File: config.mk
export PLATFORM = sky130hd
export DESIGN_NAME = tcdm_bank_port
export DESIGN_NICKNAME = d
export VERILOG_FILES = /design/src/rtl/tcdm_bank_port.sv
export SDC_FILE = /design/constraint.sdc
export NUM_CORES = 1
export LEC_CHECK = 0
export CAP_MARGIN = 20
export CELL_PAD_IN_SITES_DETAIL_PLACEMENT = 1
export CELL_PAD_IN_SITES_GLOBAL_PLACEMENT = 2
export CORE_ASPECT_RATIO = 0.9
export CORE_MARGIN = 1.5
export CORE_UTILIZATION = 16
export CTS_BUF_LIST = sky130_fd_sc_hd__clkbuf_2 sky130_fd_sc_hd__clkbuf_4 sky130_fd_sc_hd__clkbuf_8
export CTS_CLUSTER_SIZE = 14
export DETAILED_ROUTE_END_ITERATION = 12
export PLACE_DENSITY = 0.86
export SKIP_LAST_GASP = 1
export SLEW_MARGIN = 30
export SYNTH_ARGS = -nofsm -noshare
export SYNTH_HDL_FRONTEND = slang
export SYNTH_SLANG_ARGS = --single-unit
File: constraint.sdc
create_clock -name Clk -period 1.5 [get_ports Clk]
set_input_delay 0.15 -clock Clk [delete_from_list [all_inputs] [get_ports Clk]]
set_output_delay 0.15 -clock Clk [all_outputs]
set_load 0.005 [all_outputs]
File: src/rtl/tcdm_bank_port.sv
// TCDM bank slave port: grant, response pipeline and post-reset zero-fill.
// Optional access counters: define TCDM_BANK_STATS_EN.
module tcdm_bank_port #(
  parameter int unsigned DEPTH     = 1024,
  parameter int unsigned ADDR_W    = $clog2(DEPTH),
  parameter int unsigned DATA_W    = 32,
  parameter int unsigned ID_W      = 16,
  parameter int unsigned RESP_REG  = 0,
  parameter int unsigned INIT_ZERO = 1
) (
  input  logic                Clk,
  input  logic                Reset,
  input  logic                Req_I,
  output logic                Gnt_O,
  input  logic                Wen_I,
  input  logic [ADDR_W-1:0]   Addr_I,
  input  logic [DATA_W-1:0]   Wdata_I,
  input  logic [DATA_W/8-1:0] Be_I,
  input  logic [ID_W-1:0]     Id_I,
  output logic                Rvalid_O,
  output logic [DATA_W-1:0]   Rdata_O,
  output logic [ID_W-1:0]     Rid_O,
  output logic                Init_Done_O,
  output logic                Mem_Csn_O,
  output logic                Mem_Wen_O,
  output logic [ADDR_W-1:0]   Mem_A_O,
  output logic [DATA_W-1:0]   Mem_D_O,
  output logic [DATA_W-1:0]   Mem_Wmn_O,
  input  logic [DATA_W-1:0]   Mem_Q_I
`ifdef TCDM_BANK_STATS_EN
  ,
  input  logic                Stats_Clr_I,
  output logic [31:0]         Rd_Cnt_O,
  output logic [31:0]         Wr_Cnt_O
`endif
);

  localparam logic [0:0] ST_INIT  = 1'b0;
  localparam logic [0:0] ST_READY = 1'b1;
  localparam logic [0:0] ST_RST   =
    (INIT_ZERO != 0) ? ST_INIT : ST_READY;
  localparam logic [ADDR_W-1:0] LAST =
    ADDR_W'(DEPTH - 1);
  localparam int unsigned NB = DATA_W / 8;

  logic [0:0]        state_q, state_d;
  logic [ADDR_W-1:0] cnt_q, cnt_d;
  logic              gnt_q, gnt_d;
  logic              acc;
  logic              fill;

  assign acc = Req_I & gnt_q;
  // Gate the fill with Reset so the SRAM idles while reset is held.
  assign fill = (state_q == ST_INIT) & Reset;

  always_comb begin
    state_d = state_q;
    cnt_d   = cnt_q;
    if (state_q == ST_INIT) begin
      cnt_d = cnt_q + 1'b1;
      if (cnt_q == LAST) begin
        state_d = ST_READY;
        cnt_d   = '0;
      end
    end
    gnt_d = (state_d == ST_READY);
  end

  always_ff @(posedge Clk or negedge Reset) begin
    if (!Reset) begin
      state_q <= ST_RST;
      cnt_q   <= '0;
      gnt_q   <= 1'b0;
    end else begin
      state_q <= state_d;
      cnt_q   <= cnt_d;
      gnt_q   <= gnt_d;
    end
  end

  assign Gnt_O       = gnt_q;
  assign Init_Done_O = gnt_q;

  always_comb begin
    Mem_Csn_O = 1'b1;
    Mem_Wen_O = 1'b1;
    Mem_A_O   = '0;
    Mem_D_O   = '0;
    Mem_Wmn_O = '1;
    if (fill) begin
      Mem_Csn_O = 1'b0;
      Mem_Wen_O = 1'b0;
      Mem_A_O   = cnt_q;
      Mem_Wmn_O = '0;
    end else if (acc) begin
      Mem_Csn_O = 1'b0;
      Mem_Wen_O = Wen_I;
      Mem_A_O   = Addr_I;
      Mem_D_O   = Wdata_I;
      for (int b = 0; b < NB; b++) begin
        Mem_Wmn_O[b*8 +: 8] = {8{~Be_I[b]}};
      end
    end
  end

  logic            v1_q, v1_d;
  logic            ld1_q, ld1_d;
  logic [ID_W-1:0] id1_q, id1_d;
  logic [DATA_W-1:0] data1;

  always_comb begin
    v1_d  = acc;
    ld1_d = ld1_q;
    id1_d = id1_q;
    if (acc) begin
      ld1_d = Wen_I;
      id1_d = Id_I;
    end
  end

  always_ff @(posedge Clk or negedge Reset) begin
    if (!Reset) begin
      v1_q  <= 1'b0;
      ld1_q <= 1'b0;
      id1_q <= '0;
    end else begin
      v1_q  <= v1_d;
      ld1_q <= ld1_d;
      id1_q <= id1_d;
    end
  end

  assign data1 = ld1_q ? Mem_Q_I : '0;

  if (RESP_REG != 0) begin : g_resp_reg
    logic              v2_q, v2_d;
    logic [ID_W-1:0]   id2_q, id2_d;
    logic [DATA_W-1:0] rd2_q, rd2_d;

    always_comb begin
      v2_d  = v1_q;
      id2_d = id2_q;
      rd2_d = rd2_q;
      if (v1_q) begin
        id2_d = id1_q;
        rd2_d = data1;
      end
    end

    always_ff @(posedge Clk or negedge Reset) begin
      if (!Reset) begin
        v2_q  <= 1'b0;
        id2_q <= '0;
        rd2_q <= '0;
      end else begin
        v2_q  <= v2_d;
        id2_q <= id2_d;
        rd2_q <= rd2_d;
      end
    end

    assign Rvalid_O = v2_q;
    assign Rid_O    = id2_q;
    assign Rdata_O  = rd2_q;
  end else begin : g_resp_comb
    // Keeps Rdata_O stable once the SRAM output moves on.
    logic [DATA_W-1:0] hold_q, hold_d;

    always_comb begin
      hold_d = hold_q;
      if (v1_q) hold_d = data1;
    end

    always_ff @(posedge Clk or negedge Reset) begin
      if (!Reset) hold_q <= '0;
      else        hold_q <= hold_d;
    end

    assign Rvalid_O = v1_q;
    assign Rid_O    = id1_q;
    assign Rdata_O  = v1_q ? data1 : hold_q;
  end

`ifdef TCDM_BANK_STATS_EN
  logic [31:0] rd_cnt_q, rd_cnt_d;
  logic [31:0] wr_cnt_q, wr_cnt_d;

  always_comb begin
    rd_cnt_d = rd_cnt_q;
    wr_cnt_d = wr_cnt_q;
    if (Stats_Clr_I) begin
      rd_cnt_d = '0;
      wr_cnt_d = '0;
    end else if (acc) begin
      if (Wen_I && rd_cnt_q != '1)
        rd_cnt_d = rd_cnt_q + 32'd1;
      if (!Wen_I && wr_cnt_q != '1)
        wr_cnt_d = wr_cnt_q + 32'd1;
    end
  end

  always_ff @(posedge Clk or negedge Reset) begin
    if (!Reset) begin
      rd_cnt_q <= '0;
      wr_cnt_q <= '0;
    end else begin
      rd_cnt_q <= rd_cnt_d;
      wr_cnt_q <= wr_cnt_d;
    end
  end

  assign Rd_Cnt_O = rd_cnt_q;
  assign Wr_Cnt_O = wr_cnt_q;
`endif

endmodule

Yosys cells after proc, flatten, opt, wreduce, memory -nomap -nowiden:

Index checks and enable logic that the tools add are counted.
W data, S select, Z words.

* add/subtract/negate cells: 1
* $mul: 0
* divide/modulo/power cells: 0
* magnitude comparators: 0
* equality and inequality tests: 1
* shifts and indexed selects: 0
* muxes and demuxes: 15
* bitwise operators: 7
* reduce and logical (&&, ||, !) cells: 0

Operators by type and width (count)
* $mux W32: 6
* $mux W10: 3
* $add A10 B1 Y10 const B: 1
* $eq A10 B10 Y1 const B: 1
* $mux W1: 6
* $not A1 Y1: 5
* $and A1 B1 Y1: 2

* register bits after elaboration: 61
* latch bits: 0
* RAM bits: 0
* bits in read-only memories: 0
* input bits: 98
* word-level logic and storage cells: 30
* memories kept: 0

Logic depth before layout (Yosys ltp):

Gate-level depths: netlist of run 1.

* depth after elaboration: 3
* depth in mapped cells: 5
* depth with buffers taken out: 5

Worst setup path after synthesis of run 1:

Ideal clock, no wire load.

* path kind: reg-to-output
* start point: register gnt_q (netlist: Gnt_O)
* end point: output Mem_Wmn_O[10]
* arrival: 1.506 ns
* slack: -0.156 ns
* cell stages (with the launch flop): 6
* path through: dfrtp_1 -> nand2_2 -> inv_1 -> buf_2 -> a21oi_1 -> buf_4

* longest elaborated chain between the ends: 3
* elaborated cells on any way between the ends: 5

RTL lines
* start, declared: line 48 `logic gnt_q, gnt_d;`
* start signal, assigned: line 77 `gnt_q <= gnt_d;`
* $and A1 B1 Y1 or $not A1 Y1 (tied branches)
* $mux W32 or $and A1 B1 Y1 (tied branches)
* $mux W32 (*): line 90 `if (fill) begin`
* end, declared: line 28 `output logic [DATA_W-1:0] Mem_Wmn_O,`

Mark *: on every way between the ends. The rest lies on a longest branch, timed or not.

Final worst setup path of run 1:

* start point: register gnt_q (netlist: Gnt_O)
* end point: output Mem_D_O[25]

* longest elaborated chain between the ends: 3
* elaborated cells on any way between the ends: 5

RTL lines
* $and A1 B1 Y1 or $not A1 Y1 (tied branches)
* $mux W32 or $and A1 B1 Y1 (tied branches)
* $mux W32 (*): line 90
* end, declared: line 27 `output logic [DATA_W-1:0] Mem_D_O,`

Marks and branches as above.

==> results of run 1 <==
[layout by cell type, fill, tap and decap left out, types with 2 or more instances in the layout]
cell	netlist	layout
dlygate4sd2_1	0	3
buf_4	29	74
o21ai_0	36	4
nor2_1	5	3
clkbuf_4	0	2
a21oi_4	0	3
nand2_2	1	2
nor2b_4	1	2
nand2_1	87	56
nand3_1	6	5
dfrtp_2	0	2
a21oi_1	6	2
buf_8	0	3
clkdlybuf4s50_1	0	142
o21ai_4	0	15
clkbuf_8	0	10
dfrtp_1	61	59
nor3_1	2	2
xnor2_1	4	4
buf_12	0	12
o21ai_2	0	17
buf_16	0	3
nand2b_1	2	2
buf_6	0	63
nand4_1	3	3
bufinv_16	0	3
and4_4	1	2
and3_1	33	33
buf_2	7	45
inv_1	34	33
nand2_4	0	30
a22o_1	10	10
nor2_4	0	2
[power groups by stage]
stage          sequential (uW)  combinational, uW  clock (uW)
2_1_floorplan             1680               93.0           0
3_3_place_gp              1680                465           0
3_5_place_dp              1680                472           0
4_1_cts                   1640                563        1920
5_1_grt                   1640                625        2000
6_report                  1640                590        1840
[what timing repair did]
action                                  CTS  global route
hold endpoints to repair                 27             0
pin swaps                                 9            40
hold buffers                              1             0
cloned                                    5             1
endpoints found under the setup margin  116           117
resized for setup                       467            99
buffers inserted                         39            33
[per-stage QoR]
stage               utilization (%)  area [um2]  setup WS [ns]  instances
global placement               30.8        5690         -0.374        825
detailed placement             30.8        5690         -0.407        825
floorplan                         -        3040         -0.156        352
CTS                            35.4        6540         -0.427        885
global route                   38.9        7190         -0.427        912
finish                         38.9        7190         -0.357        912
[path summary, 6_finish.rpt]
check                              start                endpoint  slack, ns
worst min-delay path             Id_I[5]                Rid_O[5]       0.33
min in group asynchronous          Reset                Rid_O[4]       0.49
max in group asynchronous          Reset  g_resp_comb.hold_q[10]       0.20
worst max register to register     Gnt_O                cnt_q[7]      -0.28
worst max-delay path               Gnt_O             Mem_D_O[25]      -0.36
worst min register to register  Rid_O[2]                Rid_O[2]       0.48
[critical path, cell delays in order, from the launching register on]
cell             delay [ns]
dfrtp_2                0.50
clkbuf_16              0.21
and3_1                 0.15
clkdlybuf4s50_1        0.50
[flip-flops by register name, indices dropped and copies added, names as in the netlist]
signal	count
cnt_q	10
Rid_O	16
g_resp_comb.hold_q	32
Gnt_O	1
ld1_q	1
Rvalid_O	1
[kinds of logic (layout without fill, tap and decap cells)]
group,after synthesis,after routing
flops,61,61
compound gates,53,53
simple gates,147,147
buf+inv,84,399
fa+ha+maj,1,1
xor+xnor,6,6
[per-layer routing]
layer	vias up	share of wire (%)	global-route usage, %
li1	1723	-	-
met1	1803	35	14.7
met4	0	3.0	4.73
met3	30	7.5	4.79
met2	182	54	27.3
met5	-	0	0
[cell type report]
cell class	count	area, um2	area share, %
Clock buffer	12	153	2.12
Clock inverter	4	95.1	1.32
Timing Repair Buffer	349	3360	46.8
Multi-Input combinational cell	207	1610	22.4
Tap cell	245	307	4.27
Inverter	34	128	1.78
Sequential cell	61	1530	21.3
==> metrics, run 1 <==
Pint=3220 uW; # diodes=0; first-pass GRT wire length=21.9 mm; failing checks=setup timing; Longest Clk Path Bufs=2; post-DP HPWL=9.67 mm; Critical Path Fanout Max=13; FILL cells=2083; XOR/XNOR Fraction of Synth Area=1.98%; io pins=225; Critical Path End Type=output port; total congestion overflow=0; number of vias per cell=4.10; final slew viol count=0; Starting Density=16.4%; Max VDD drop=277 uV; number of setup violations in the final report=115; drt initial violations=75; Worst slew margin=68.7%; clk_lat worst skew=0.35 ns; WHS Path Cells=3; Cells after Synth=352; Data required, critical path=1.35 ns; IO Port Bufs=224; top-count cell post-synth=nand2_1; number of cell rows=47; Synth async-reset ratio=100%; EDFF count, synth=0; Tmin final=1.86 ns; synth cell count leaders=87 x nand2_1, 61 x dfrtp_1, 36 x o21ai_0, 34 x inv_1, 33 x and3_1; Final Wtd Congestion=0.782; Avg Synthesized Cell Area=8.62 um2; main flop type after synthesis=dfrtp_1; Final Hold Viols=0; H-tree levels=3; CP Launch Type=flip-flop; post-route ant nets=0; worst hold margin=0.326 ns; yosys warns=0; RSZ-0062 raised after global routing=yes; Cell variety after synth=29; Final Power=4070 uW; area grow syn2layout=137%; Routed WL per cell=17.6 um; setup TNS=-28.96 ns; total wire length=16.1 mm; Register-to-Register Path Depth=8; Logic pwr share=14.5%; CTS clock-pin slew for the worst setup and hold paths=0.07 ns; Die H=134 um; number of clock sinks=61; area leader, netlist=dfrtp_1; CTS buffer count=9; initial antenna violation count=0; root buffer cell=clkbuf_8; global-route usage over all layers=14.4%; Post-Synth Simple-Gate Area=23.0%; post-synthesis adder-cell area fraction=0.412%; maximum clock rate=539 MHz; fin nets=761; CTS tree=yes; Syn Nets=451; compound-gate portion of the synthesized area=10.1%; post-synthesis register bit count=61; min setup slack post-route=-0.357 ns; Sw Share=21.0%; Clk network pwr share=45.1%; largest net degree at the start of global routing=39; router iterations before antenna repair=4; post-synth top area share=50.3%; Seq/Total Area, Yosys=50.3%; Leak=0.00358 uW; Die Wd=148 um; Setup Skew=0.00950 ns; kind of critical path=reg -> out; Vias=3738; vias in the first global route=4007; sequential share of power=40.4%; worst-margin pin slew=0.470 ns; status=finished with violations; fin crit share=124%; DR DRC count=0; area of the die=0.0198 mm2; Core ar.=0.0185 mm2; Hold WC Path Type=in -> reg; critical path arrival=1.71 ns; mux cell area share after synthesis=0%; share of layout cells above drive strength 1=44.7%; synth top area cells=dfrtp_1 50%, nand2_1 11%, buf_4 7.2%, and3_1 6.8%, o21ai_0 5.9%; Net Sw Power=856 uW; Max Cap Viol=0; largest family of logic cells by synthesized area=simple AND/OR/NAND/NOR gates; synthesized cell area=0.00304 mm2; Pwr Density=567 mW/mm2
No activity file was read; power rests on OpenSTA's default activity.
==> run 2, diff against run 1 <==
--- a/config.mk
+++ b/config.mk
@@ -12,7 +12,6 @@
 export CORE_MARGIN = 1.5
 export CORE_UTILIZATION = 16
 export CTS_BUF_LIST = sky130_fd_sc_hd__clkbuf_2 sky130_fd_sc_hd__clkbuf_4 sky130_fd_sc_hd__clkbuf_8
-export CTS_CLUSTER_SIZE = 14
 export DETAILED_ROUTE_END_ITERATION = 12
 export PLACE_DENSITY = 0.86
 export SKIP_LAST_GASP = 1
==> results of run 2 <==
Same layout as run 1: the final DEF is identical, and so are final timing and power.
==> run 3, diff against run 2 <==
--- a/config.mk
+++ b/config.mk
@@ -14,7 +14,6 @@
 export CTS_BUF_LIST = sky130_fd_sc_hd__clkbuf_2 sky130_fd_sc_hd__clkbuf_4 sky130_fd_sc_hd__clkbuf_8
 export DETAILED_ROUTE_END_ITERATION = 12
 export PLACE_DENSITY = 0.86
-export SKIP_LAST_GASP = 1
 export SLEW_MARGIN = 30
 export SYNTH_ARGS = -nofsm -noshare
 export SYNTH_HDL_FRONTEND = slang
==> run 3 against run 2 <==
The flow still finishes with violations (setup timing). Die area stayed put. Sequential share of layout area hardly changed. Non-clock buffer count is 5 higher. Setup slack better by 0.070 ns. Largest power group unchanged.
==> metrics, run 3 (synthesized netlist as in run 1, its figures left out) <==
drt initial violations=67; IO Port Bufs=224; first-pass GRT wire length=21.7 mm; initial antenna violation count=0; io pins=225; max reg flops=32; fin crit share=119%; Critical Path Fanout Max=7; CTS clock-pin slew for the worst setup and hold paths=0.07 ns; CTS buffer count=9; crit path cell chain=nand2_2 > inv_2 > buf_8 > a21oi_4 > buf_6 > buf_6 > buf_6; H-tree levels=3; Final Instance Count excl. Fillers=917; most frequent cells in the layout=111 x clkdlybuf4s50_1, 77 x buf_4, 66 x buf_6, 59 x dfrtp_1, 56 x nand2_1; Leak=0.00370 uW; Die Wd=148 um; share of layout cells above drive strength 1=49.3%; Tmin final=1.79 ns; number of clock sinks=61; total wire length=16.2 mm; CTS tree=yes; Data required, critical path=1.35 ns; failing checks=setup timing; Max Cap Viol=0; number of vias per cell=4.09; Largest stage delay, worst path=0.49 ns; Hold WC Path Type=in -> reg; clk_lat worst skew=0.35 ns; router iterations before antenna repair=4; Setup Skew=0.00804 ns; Routed WL per cell=17.7 um; number of cell rows=47; Max VDD drop=277 uV; Core ar.=0.0185 mm2; vias in the first global route=3998; post-route ant nets=0; area grow syn2layout=137%; Worst slew margin=68.9%; maximum clock rate=560 MHz; critical path arrival=1.64 ns; number of setup violations in the final report=104; Pwr Density=568 mW/mm2; worst hold margin=0.326 ns; most common cell after layout, fill and taps aside=clkdlybuf4s50_1; Vias=3749; # diodes=0; Cells after DPL=825; CP max stage cell=dfrtp_2; fin util=38.9%; post-DP HPWL=9.67 mm; DR DRC count=0; RSZ-0062 raised after global routing=yes; root buffer cell=clkbuf_8; Critical Path End Type=output port; final slew viol count=0; kind of cell adding the most delay to the critical path=buffers and inverters; kind of critical path=reg -> out; area of the die=0.0198 mm2; setup TNS=-18.26 ns; total congestion overflow=0; CP Launch Type=flip-flop; Final Wtd Congestion=0.782; Final Hold Viols=0; DP Worst Slack=-0.407 ns; Starting Density=16.4%; Most flops, register=g_resp_comb.hold_q; worst-margin pin slew=0.467 ns; crit-path most repeated cell=buf_6; largest net degree at the start of global routing=39; min setup slack post-route=-0.287 ns; Worst Path Buf+Inv=5; status=finished with violations; Die H=134 um; fin nets=766; global-route usage over all layers=14.3%; Longest Clk Path Bufs=2
## run 3: cell type report
type | count | area, um2
flip-flops and latches | 61 | 1530
inverters | 34 | 128
clock buffers | 12 | 153
clock inverters | 4 | 95.1
well taps | 245 | 307
repair buffers | 354 | 3330
multi-input cells | 207 | 1640
fillers | 2087 | 11300
## run 3: routing by layer
metal / global-route usage [%] / vias to the layer above / part of all wire [%]
li1: - / 1734 / -
met1: 14.4 / 1811 / 34
met2: 27.2 / 180 / 55
met3: 5.07 / 24 / 8.6
met4: 4.73 / 0 / 2.0
met5: 0 / - / 0
## run 3: final timing paths
kind	startpoint	to	slack (ns)	depth (start not counted)
worst min register to register	Rid_O[2]	Rid_O[2]	0.48	2
worst max-delay path	Gnt_O	Mem_Wmn_O[14]	-0.29	7
max in group asynchronous	Reset	g_resp_comb.hold_q[20]	0.21	4
worst max register to register	Gnt_O	cnt_q[7]	-0.14	7
min in group asynchronous	Reset	Rid_O[4]	0.49	3
worst min-delay path	Id_I[5]	Rid_O[5]	0.33	3
## run 3: worst register-to-register path, cell delays in order (launching register included)
cell and delay (ns):
dfrtp_2 0.49, buf_4 0.17, clkbuf_16 0.17, nor2b_4 0.13, buf_4 0.12, nand3_1 0.09
or3_1 0.32, o21ai_1 0.09
## run 3: what timing repair did
action / 4_1_cts / 5_1_grt
gates resized for setup: 535 / 122
setup buffers: 39 / 36
hold buffers: 1 / 0
endpoints found under the hold margin: 27 / 0
cloned: 5 / 1
endpoints found under the setup margin: 116 / 114
pin swaps: 10 / 42
## run 3: through the flow
step           cell area [um2]  power, uW
3_5_place_dp              5690       2150
3_3_place_gp              5690       2140
4_1_cts                   6580       4130
6_report                  7180       4080
2_1_floorplan             3040       1770
5_1_grt                   7180       4260
## run 3: where the power goes
| part | leakage (uW) | total [uW] | switching, uW | internal (uW) |
|---|---|---|---|---|
| Combinational | 0.00291 | 593 | 203 | 390 |
| Clock | 0.000127 | 1840 | 655 | 1180 |
| Sequential | 0.000667 | 1640 | 0 | 1640 |
| Total | 0.00370 | 4080 | 857 | 3220 |
